**src/rtl/alu.sv**
```systemverilog
// 4-bit registered ALU: NAND, XOR, ADD, SUB with a signed-overflow flag.
// Result and flag are captured on the rising clock edge; reset clears both asynchronously.
module alu (
    input  logic       clk,
    input  logic       rst_n,
    input  logic [3:0] ALU_In1,
    input  logic [3:0] ALU_In2,
    input  logic [1:0] Opcode,
    output logic [3:0] ALU_Out,
    output logic       Error
);

    typedef enum logic [1:0] {
        OpNand = 2'b00,
        OpXor  = 2'b01,
        OpAdd  = 2'b10,
        OpSub  = 2'b11
    } op_e;

    logic [3:0] out_d, out_q;
    logic       err_d, err_q;
    logic [3:0] sum;
    logic [3:0] diff;
    op_e        op;

    assign op   = op_e'(Opcode);
    assign sum  = ALU_In1 + ALU_In2;
    // Subtraction as A + ~B + 1 so the wrapped result matches two's-complement rules.
    assign diff = ALU_In1 + ~ALU_In2 + 4'd1;

    always_comb begin
        out_d = 4'b0000;
        err_d = 1'b0;
        unique case (op)
            OpNand: out_d = ~(ALU_In1 & ALU_In2);
            OpXor:  out_d = ALU_In1 ^ ALU_In2;
            OpAdd: begin
                out_d = sum;
                err_d = (ALU_In1[3] == ALU_In2[3]) && (sum[3] != ALU_In1[3]);
            end
            OpSub: begin
                out_d = diff;
                err_d = (ALU_In1[3] != ALU_In2[3]) && (diff[3] != ALU_In1[3]);
            end
            default: begin
                out_d = 4'b0000;
                err_d = 1'b0;
            end
        endcase
    end

    always_ff @(posedge clk or negedge rst_n) begin
        if (!rst_n) begin
            out_q <= 4'b0000;
            err_q <= 1'b0;
        end else begin
            out_q <= out_d;
            err_q <= err_d;
        end
    end

    assign ALU_Out = out_q;
    assign Error   = err_q;

endmodule

```
**config.mk**
```make
export PLATFORM = sky130hd
export DESIGN_NAME = alu
export DESIGN_NICKNAME = d
export VERILOG_FILES = /design/src/rtl/alu.sv
export SDC_FILE = /design/constraint.sdc
export NUM_CORES = 1
export LEC_CHECK = 0
export BUFFER_PORTS_ARGS = -buffer_cell sky130_fd_sc_hd__buf_2
export CAP_MARGIN = 20
export CORE_AREA = 2 2 39 41
export DETAILED_ROUTE_END_ITERATION = 6
export DIE_AREA = 0 0 41 43
export GPL_ROUTABILITY_DRIVEN = 0
export HOLD_SLACK_MARGIN = 0.06
export PLACE_DENSITY = 0.74
export SLEW_MARGIN = 20
export SYNTH_ARGS = -nofsm -noshare
export SYNTH_HDL_FRONTEND = slang
export SYNTH_SLANG_ARGS = --single-unit
```
**constraint.sdc**
```tcl
create_clock -name clk -period 0.8 [get_ports clk]
set_input_delay 0.04 -clock clk [delete_from_list [all_inputs] [get_ports clk]]
set_output_delay 0.04 -clock clk [all_outputs]
set_load 0.01 [all_outputs]
```
; After elaboration in Yosys (flattened, before gate mapping)
; Cells that the tools add are included.
[classes]
add_sub_neg = 3
n_eq_ne = 7
muxes = 2
bitwise_logic = 4
reduce_logical = 3
[ops]
columns = cell, count
row1 = 4-bit one-hot mux with 4 select lines, 1
row2 = 4-bit adder, 2
row3 = 4-bit NOT, 2
row4 = 4-bit by 1-bit adder with 4-bit output (second input constant), 1
row5 = 4-bit AND, 1
row6 = 2-bit == test (second input constant), 2
row7 = 4-bit bitwise XOR, 1
row8 = 1-bit inequality test, 3
row9 = 2-bit by 1-bit == test with 1-bit output (second input constant), 1
row10 = 1-bit logical AND, 2
row11 = 2-bit zero test, 1
row12 = 1-bit one-hot mux with 2 select lines, 1
row13 = 1-bit == test, 1
[totals]
register_bits = 5
inputBits = 12
out_inout_bits = 5
word_cells = 21

; Logic depth before layout (Yosys ltp)
; Gate-level depths: netlist (run 1).
[depth]
word_depth = 6
depth_mapped = 7
depth_no_buf = 7

; Worst setup path after synthesis (run 1)
; OpenSTA, ideal clock, no wires.
[synth_timing]
path_kind = in2reg
start = input ALU_In1[0]
end = register out_q[1] (netlist: ALU_Out[1])
setup_time_ns = 0.138
arrival_time_ns = 1.163
required_ns = 0.662
setup_slack_ns = -0.502
stages = 5
n_path_buf = 0
path_cell_list = inv_1 -> ha_1 -> inv_1 -> fa_1 -> mux4_2
[synth_via]
elab_chain_cells = 3
elab_cells_between_ends = 4
cone_classes = add/sub: 3 / mux: 1
[synth_rtl]
columns = element, line_no
row1 = from (decl), 6  ; input logic [3:0] ALU_In1,
row2 = 4-bit adder, 29  ; assign diff = ALU_In1 + ~ALU_In2 + 4'd1;
row3 = 4-bit by 1-bit adder with 4-bit output, 29
row4 = 4-bit one-hot mux with 4 select lines *, 34  ; unique case (op)
row5 = net out_d[1], 20  ; logic [3:0] out_d, out_q;
row6 = to (signal assigned), 57  ; out_q <= out_d;
row7 = to (decl), 20
; The timed path passes the listed nets; every way through them passes the cells marked *.

; Worst setup path after layout (run 1)
; Ends and elaborated chain as after synthesis.

==> results of run 1 <==
[cells in the mapped netlist]
master,number,area (µm²)
o221ai_1,1,8.76
o22ai_1,1,6.26
nor3_4,1,16.3
mux2i_1,3,30.0
buf_6,1,11.3
nand3_1,1,5.00
nor2b_1,2,12.5
mux4_2,1,22.5
ha_1,7,87.6
fa_1,2,40.0
nand2_1,4,15.0
inv_1,7,26.3
o21ai_0,2,10.0
nand2b_1,2,12.5
dfrtp_1,5,125
xor2_1,2,17.5
o21ai_2,1,8.76
nor3b_4,1,18.8
a21oi_1,2,10.0
nor2_1,1,3.75
o32ai_2,1,16.3
buf_2,1,5.00
xnor2_1,2,17.5
[layout make-up]
class / count / share of cell area (%)
Tap cell: 16 / 2.32
Multi-Input combinational cell: 37 / 50.9
Timing Repair Buffer: 26 / 22.9
Clock buffer: 4 / 3.05
Sequential cell: 5 / 14.5
Inverter: 7 / 6.24
[power by group through the flow]
stage	logic (W)	clock network [W]	registers (W)
after floorplan	0.000247	0	0.000320
after global placement	0.000422	0	0.000297
after detailed placement	0.000438	0	0.000298
after CTS	0.000467	0.000297	0.000295
after global routing	0.000534	0.000309	0.000301
final	0.000492	0.000285	0.000294
[registers in the layout, summed over array words and instances, names as in the netlist]
name     count
ALU_Out      4
Error        1
[what timing repair did]
action	CTS	global route
pin swaps	8	1
gates cloned	0	0
setup endpoints to repair	4	5
endpoints found under the hold margin	5	0
gates resized for setup	13	5
setup buffers	0	0
hold buffers	1	0
[worst min-delay path, stage by stage]
cell,delay [ns]
buf_2,0.08
buf_4,0.13
a21oi_2,0.05
[layer usage]
metal  track usage [%]  share of wire (%)  vias up
met1              15.8                 35      216
met3              1.57                4.6        0
met5                 0                  0        -
li1                  -                  -      226
met2              27.5                 60       15
met4              8.00                  0        0
[cells by family after synthesis]
| family | after synthesis | share of synthesized area (%) |
|---|---|---|
| buf+inv | 9 | 8.08 |
| compound gates | 8 | 11.4 |
| fa+ha+maj | 9 | 24.2 |
| xor+xnor | 4 | 6.65 |
| flops | 5 | 23.8 |
| mux | 4 | 9.98 |
| simple gates | 12 | 15.9 |
[worst paths after layout]
path | endpoint | start | slack (ns) | cells past startpoint
max in group asynchronous | ALU_Out[0] | rst_n | 0.53 | 2
min in group asynchronous | ALU_Out[2] | rst_n | 0.14 | 2
hold / removal | ALU_Out[2] | Opcode[0] | 0.12 | 3
setup / recovery | ALU_Out[1] | ALU_In1[0] | -0.35 | 6
[stage by stage]
| step | power (W) | utilization [%] | worst slack [ns] | setup TNS [ns] | instances |
|---|---|---|---|---|---|
| 2_1_floorplan | 0.000567 | - | -0.434 | -1.16 | 51 |
| 3_3_place_gp | 0.000719 | 55.0 | -0.652 | -2.02 | 90 |
| 3_5_place_dp | 0.000736 | 55.0 | -0.704 | -2.10 | 90 |
| 4_1_cts | 0.00106 | 60.7 | -0.344 | -0.724 | 95 |
| 5_1_grt | 0.00114 | 62.3 | -0.372 | -0.890 | 95 |
| 6_report | 0.00107 | 62.3 | -0.353 | -0.756 | 95 |
[layout by cell type, fill, tap and decap left out, types with 2 or more instances in the layout]
cell type  Yosys  routed
buf_2          1      11
buf_4          0       9
dfrtp_1        5       5
ha_4           0       4
buf_6          1       4
inv_1          7       3
mux2i_1        3       3
nand2_1        4       3
clkbuf_4       0       3
inv_12         0       2
xor2_1         2       2
nand2b_1       2       2
fa_2           0       2
ha_1           7       2
==> results by group, run 1 <==
Setup path
  • Type of origin of the critical path: input port
  • Critical Path Fanout Max: 2
  • Crit path DAT: ~1.3 ns
  • Critical Path Slowest Stage Cell: mux4_2
  • Critical path class: in2reg
  • Worst setup EP type: flip-flop
  • CP Buf/Inv Count: 3
  • Worst path max stage delay: 0.46 ns
  • CP cell instances: buf_12, inv_12, ha_4, inv_2, fa_2, mux4_2
  • Cell family with most CP delay: adder cells
  • Crit path required time: 0.90 ns

Power and ir drop
  • Comb pwr share: between 40% and 50%
  • Internal cell power: about 0.00074 W
  • Leakage power: 0.388 nW
  • Reg power frac: about 27%
  • Part of the power in the clock network: 26.6%
  • Power Dens Cells: 1240 nW/µm²
  • Psw: between 0.0003 and 0.0004 W
  • Peak supply drop: approximately 0.54 mV
  • Sw frac: between 30% and 40%

Synth
  • Mapped Cells: approximately 50
  • Yosys warnings: 0
  • Synth unique cells: 23
  • Post-Syn Nets: 72
  • Cell Area, Synth: roughly 530 µm²
  • Syn_area_per_cell: just over 10 µm²
  • Yosys reg bits: 5
  • Sequential area share after synthesis: about a quarter

Place
  • I/O Buffers: 16
  • Dpl cell area: between 700 and 800 µm²
  • Detailed placement HPWL: 928 µm

Final layout
  • Share of layout cells above drive strength 1: roughly 62%
  • Area Overhead vs Synth: 63.7%
  • Final Cell Area: 862 µm²
  • Sequential Area: ~130 µm²
  • Final #Nets: around 100
  • ANT cells: 0
  • Multi-input gate area: 439 µm²
  • Fill cells: 121

STA
  • Worst-margin pin slew: around 0.23 ns
  • Slew margin rel.: approximately 84%
  • Max-slew violations: 0
  • Final setup fails: 4
  • Fin crit share: 144%
  • Highest clock rate: 867 MHz
  • Hold slack: 0.121 ns
  • Min Tclk post-route: ~1.2 ns
  • Final WS setup: -0.353 ns
  • Final Hold Vio Count: 0
  • RSZ-0062 raised after global routing: yes

Routing
  • Initial DRC Count: 6
  • 1st-pass router iterations: 4
  • WL final: ~1200 µm
  • Drt wl/cell: 12.1 µm
  • Via/cell ratio: 4.81
  • # DRC: 0
  • Via count: around 460
  • Final ANT Viol Nets: 0

Die
  • Initial Utilization: roughly two fifths
  • Core area: around 1400 µm²
  • Die height: 43 µm
  • Die Area: approximately 1800 µm²
  • I/O Pins: 17
  • Die Span X: ~40 µm
  • FP Rows: 14

Min path
  • Min-delay worst type: in2reg

Clock network
  • Number of buffers created by CTS: 3
  • Clock slew at reported path FFs: approximately 0.04 ns
  • Clock Tree Root: clkbuf_4
  • Clock sink count: 5
  • H-tree depth: 1
  • TritonCTS clock tree: yes
  • Clk buf depth: 2

Job
  • Max-Cap Viols: 0

GRT
  • Total track usage: ~15%
  • Vias in the first global route: roughly 440
  • Grt ovf: 0
  • Antenna violations before repair: 0
  • Largest net degree at the start of global routing: 9
  • First-pass GRT wire length: 1800 µm

Outcome
  • Status: finished with violations
  • Failing checks: negative setup slack
Note: power is estimated with default switching activity, not from simulation.
==> inputs of run 2 (changes only) <==
--- a/config.mk
+++ b/config.mk
@@ -7,9 +7,9 @@
 export LEC_CHECK = 0
 export BUFFER_PORTS_ARGS = -buffer_cell sky130_fd_sc_hd__buf_2
 export CAP_MARGIN = 20
-export CORE_AREA = 2 2 39 41
+export CORE_AREA = 8 8 45 47
 export DETAILED_ROUTE_END_ITERATION = 6
-export DIE_AREA = 0 0 41 43
+export DIE_AREA = 0 0 53 55
 export GPL_ROUTABILITY_DRIVEN = 0
 export HOLD_SLACK_MARGIN = 0.06
 export PLACE_DENSITY = 0.74
==> results by group, run 2 (synthesis results as in run 1) <==
Clock network
  • Clock sink count: 5 (unchanged)
  • Clk buf depth: 2 (unchanged)
  • Clock Tree Root: clkbuf_4
  • Number of buffers created by CTS: 3 (unchanged)
  • Clock slew at reported path FFs: 0.05 ns (about the same)
  • H-tree depth: 1 (unchanged)
  • TritonCTS clock tree: yes

Routing
  • Via/cell ratio: 4.95 (+2.9%)
  • Top layer used by detailed routing: met4
  • WL final: 1360 µm (+18%)
  • Initial DRC Count: 2 (-4)
  • Metal-1 WL: 424 µm (+5.0%)
  • # DRC: 0 (unchanged)
  • Final ANT Viol Nets: 0 (unchanged)
  • WL met2: 790 µm (+14%)
  • 1st-pass router iterations: 4 (unchanged)
  • WL met3: 104 µm (+96%)
  • Drt wl/cell: 14.0 µm (+15%)
  • Via count: 480 (+5.0%)

Die
  • Die height: 55 µm (+28%)
  • Die Area: 2920 µm² (+65%)
  • Core area: 1380 µm² (unchanged)
  • Die Span X: 53 µm (+29%)
  • FP Rows: 14 (unchanged)
  • Initial Utilization: 38.1% (unchanged)
  • I/O Pins: 17 (unchanged)

Power and ir drop
  • Power Dens Cells: 1250 nW/µm² (+0.21%)
  • Design Power: 0.00113 W (+5.9%)
  • Leakage power: 0.407 nW (+5.0%)
  • Peak supply drop: 0.511 mV (-6.1%)

Final layout
  • Max reg flops: 4 (unchanged)
  • Final #Nets: 103 (+2.0%)
  • Layout Cells excl Fill: 97 (+2.1%)
  • Share of layout cells above drive strength 1: 60.5% (-1.5 points)
  • Fin util: 65.8% (+3.5 points)
  • Area Overhead vs Synth: 72.9%
  • Most common cell after layout, fill and taps aside: buf_4
  • ANT cells: 0 (unchanged)
  • Most frequent cells in the layout: 10 x buf_4, 9 x buf_2, 6 x buf_6, 5 x dfrtp_1, 4 x ha_4

STA
  • Worst-margin pin slew: 0.224 ns (-0.00629 ns)
  • Final WS setup: -0.355 ns (-0.00177 ns)
  • Fin crit share: 144% (+0.22 points)
  • Final Hold Vio Count: 0 (unchanged)
  • Highest clock rate: 866 MHz (-0.15%)
  • Final setup fails: 4 (unchanged)
  • Min Tclk post-route: 1.16 ns (+0.00177 ns)
  • Setup TNS Final: -0.752 ns (+0.00422 ns)
  • RSZ-0062 raised after global routing: yes
  • Max-slew violations: 0 (unchanged)
  • Slew margin rel.: 85.1% (+0.86 points)

Setup path
  • Crit path DAT: 1.27 ns (about the same)
  • CP cell instances: buf_12, inv_12, ha_4, inv_4, fa_2, mux4_2
  • Critical Path Stages: 6 (unchanged)
  • CP endpoint: ALU_Out[1]
  • Type of origin of the critical path: input port
  • Worst path max stage delay: 0.46 ns (about the same)
  • Crit path required time: 0.91 ns (about the same)
  • Worst setup EP type: flip-flop
  • Critical Path Fanout Max: 2 (unchanged)
  • Critical Path Slowest Stage Cell: mux4_2
  • CP startpoint: ALU_In1[0]
  • Critical path class: in2reg
  • CP Buf/Inv Count: 3 (unchanged)
  • Cell family with most CP delay: adder cells

GRT
  • Antenna violations before repair: 0 (unchanged)
  • First-pass GRT wire length: 2230 µm (+24%)
  • Total track usage: 10.7% (-4.6 points)
  • Vias in the first global route: 533 (+21%)
  • Grt ovf: 0 (unchanged)
  • Largest net degree at the start of global routing: 9 (unchanged)

Outcome
  • Failing checks: negative setup slack
  • Status: finished with violations

Place
  • Placed cells: 89 (-1.1%)
  • Detailed placement HPWL: 1060 µm (+14%)
  • I/O Buffers: 16 (unchanged)

Min path
  • Min-delay worst type: in2async

Job
  • Max-Cap Viols: 0 (unchanged)
==> run 2: worst min-delay path by stage <==
stage / end / slack [ns] / cells after the start
2_1_floorplan: ALU_Out[0] / -0.26 / 0
3_5_place_dp: Error / -0.14 / 1
3_3_place_gp: Error / -0.15 / 1
5_1_grt: ALU_Out[0] / 0.14 / 3
4_1_cts: ALU_Out[0] / 0.1 / 3
6_report: Error / 0.13 / 2
==> run 2: metrics by stage <==
step,cell area [µm²],setup slack [ns],hold slack (ns)
global route,911,-0.367,0.137
finish,911,-0.355,0.128
detailed placement,753,-0.711,-0.143
CTS,866,-0.354,0.0999
floorplan,609,-0.434,-0.256
global placement,753,-0.651,-0.148
==> run 2: routing by layer <==
metal / vias up / global-route usage (%)
li1: 233 / -
met1: 220 / 8.81
met2: 20 / 21.7
met3: 7 / 2.94
met4: 0 / 6.47
met5: - / 0
==> run 2: layout make-up <==
type / instances / area [µm²]
Fill cell: 104 / 473
Multi-Input combinational cell: 37 / 445
Timing Repair Buffer: 28 / 238
Clock buffer: 4 / 26.3
Tap cell: 16 / 20.0
Inverter: 7 / 56.3
Sequential cell: 5 / 125
==> run 2: timing repair <==
item | CTS | global route
pin swaps | 12 | 7
endpoints found under the setup margin | 4 | 8
hold endpoints to repair | 5 | 0
hold buffers | 1 | 0
gates resized for setup | 20 | 6
setup buffers | 1 | 2
==> run 2: where the power goes <==
part | switching, W | total, W | internal (W)
sequential | 0.00000895 | 0.000297 | 0.000288
clock | 0.000111 | 0.000300 | 0.000189
combinational | 0.000245 | 0.000538 | 0.000293
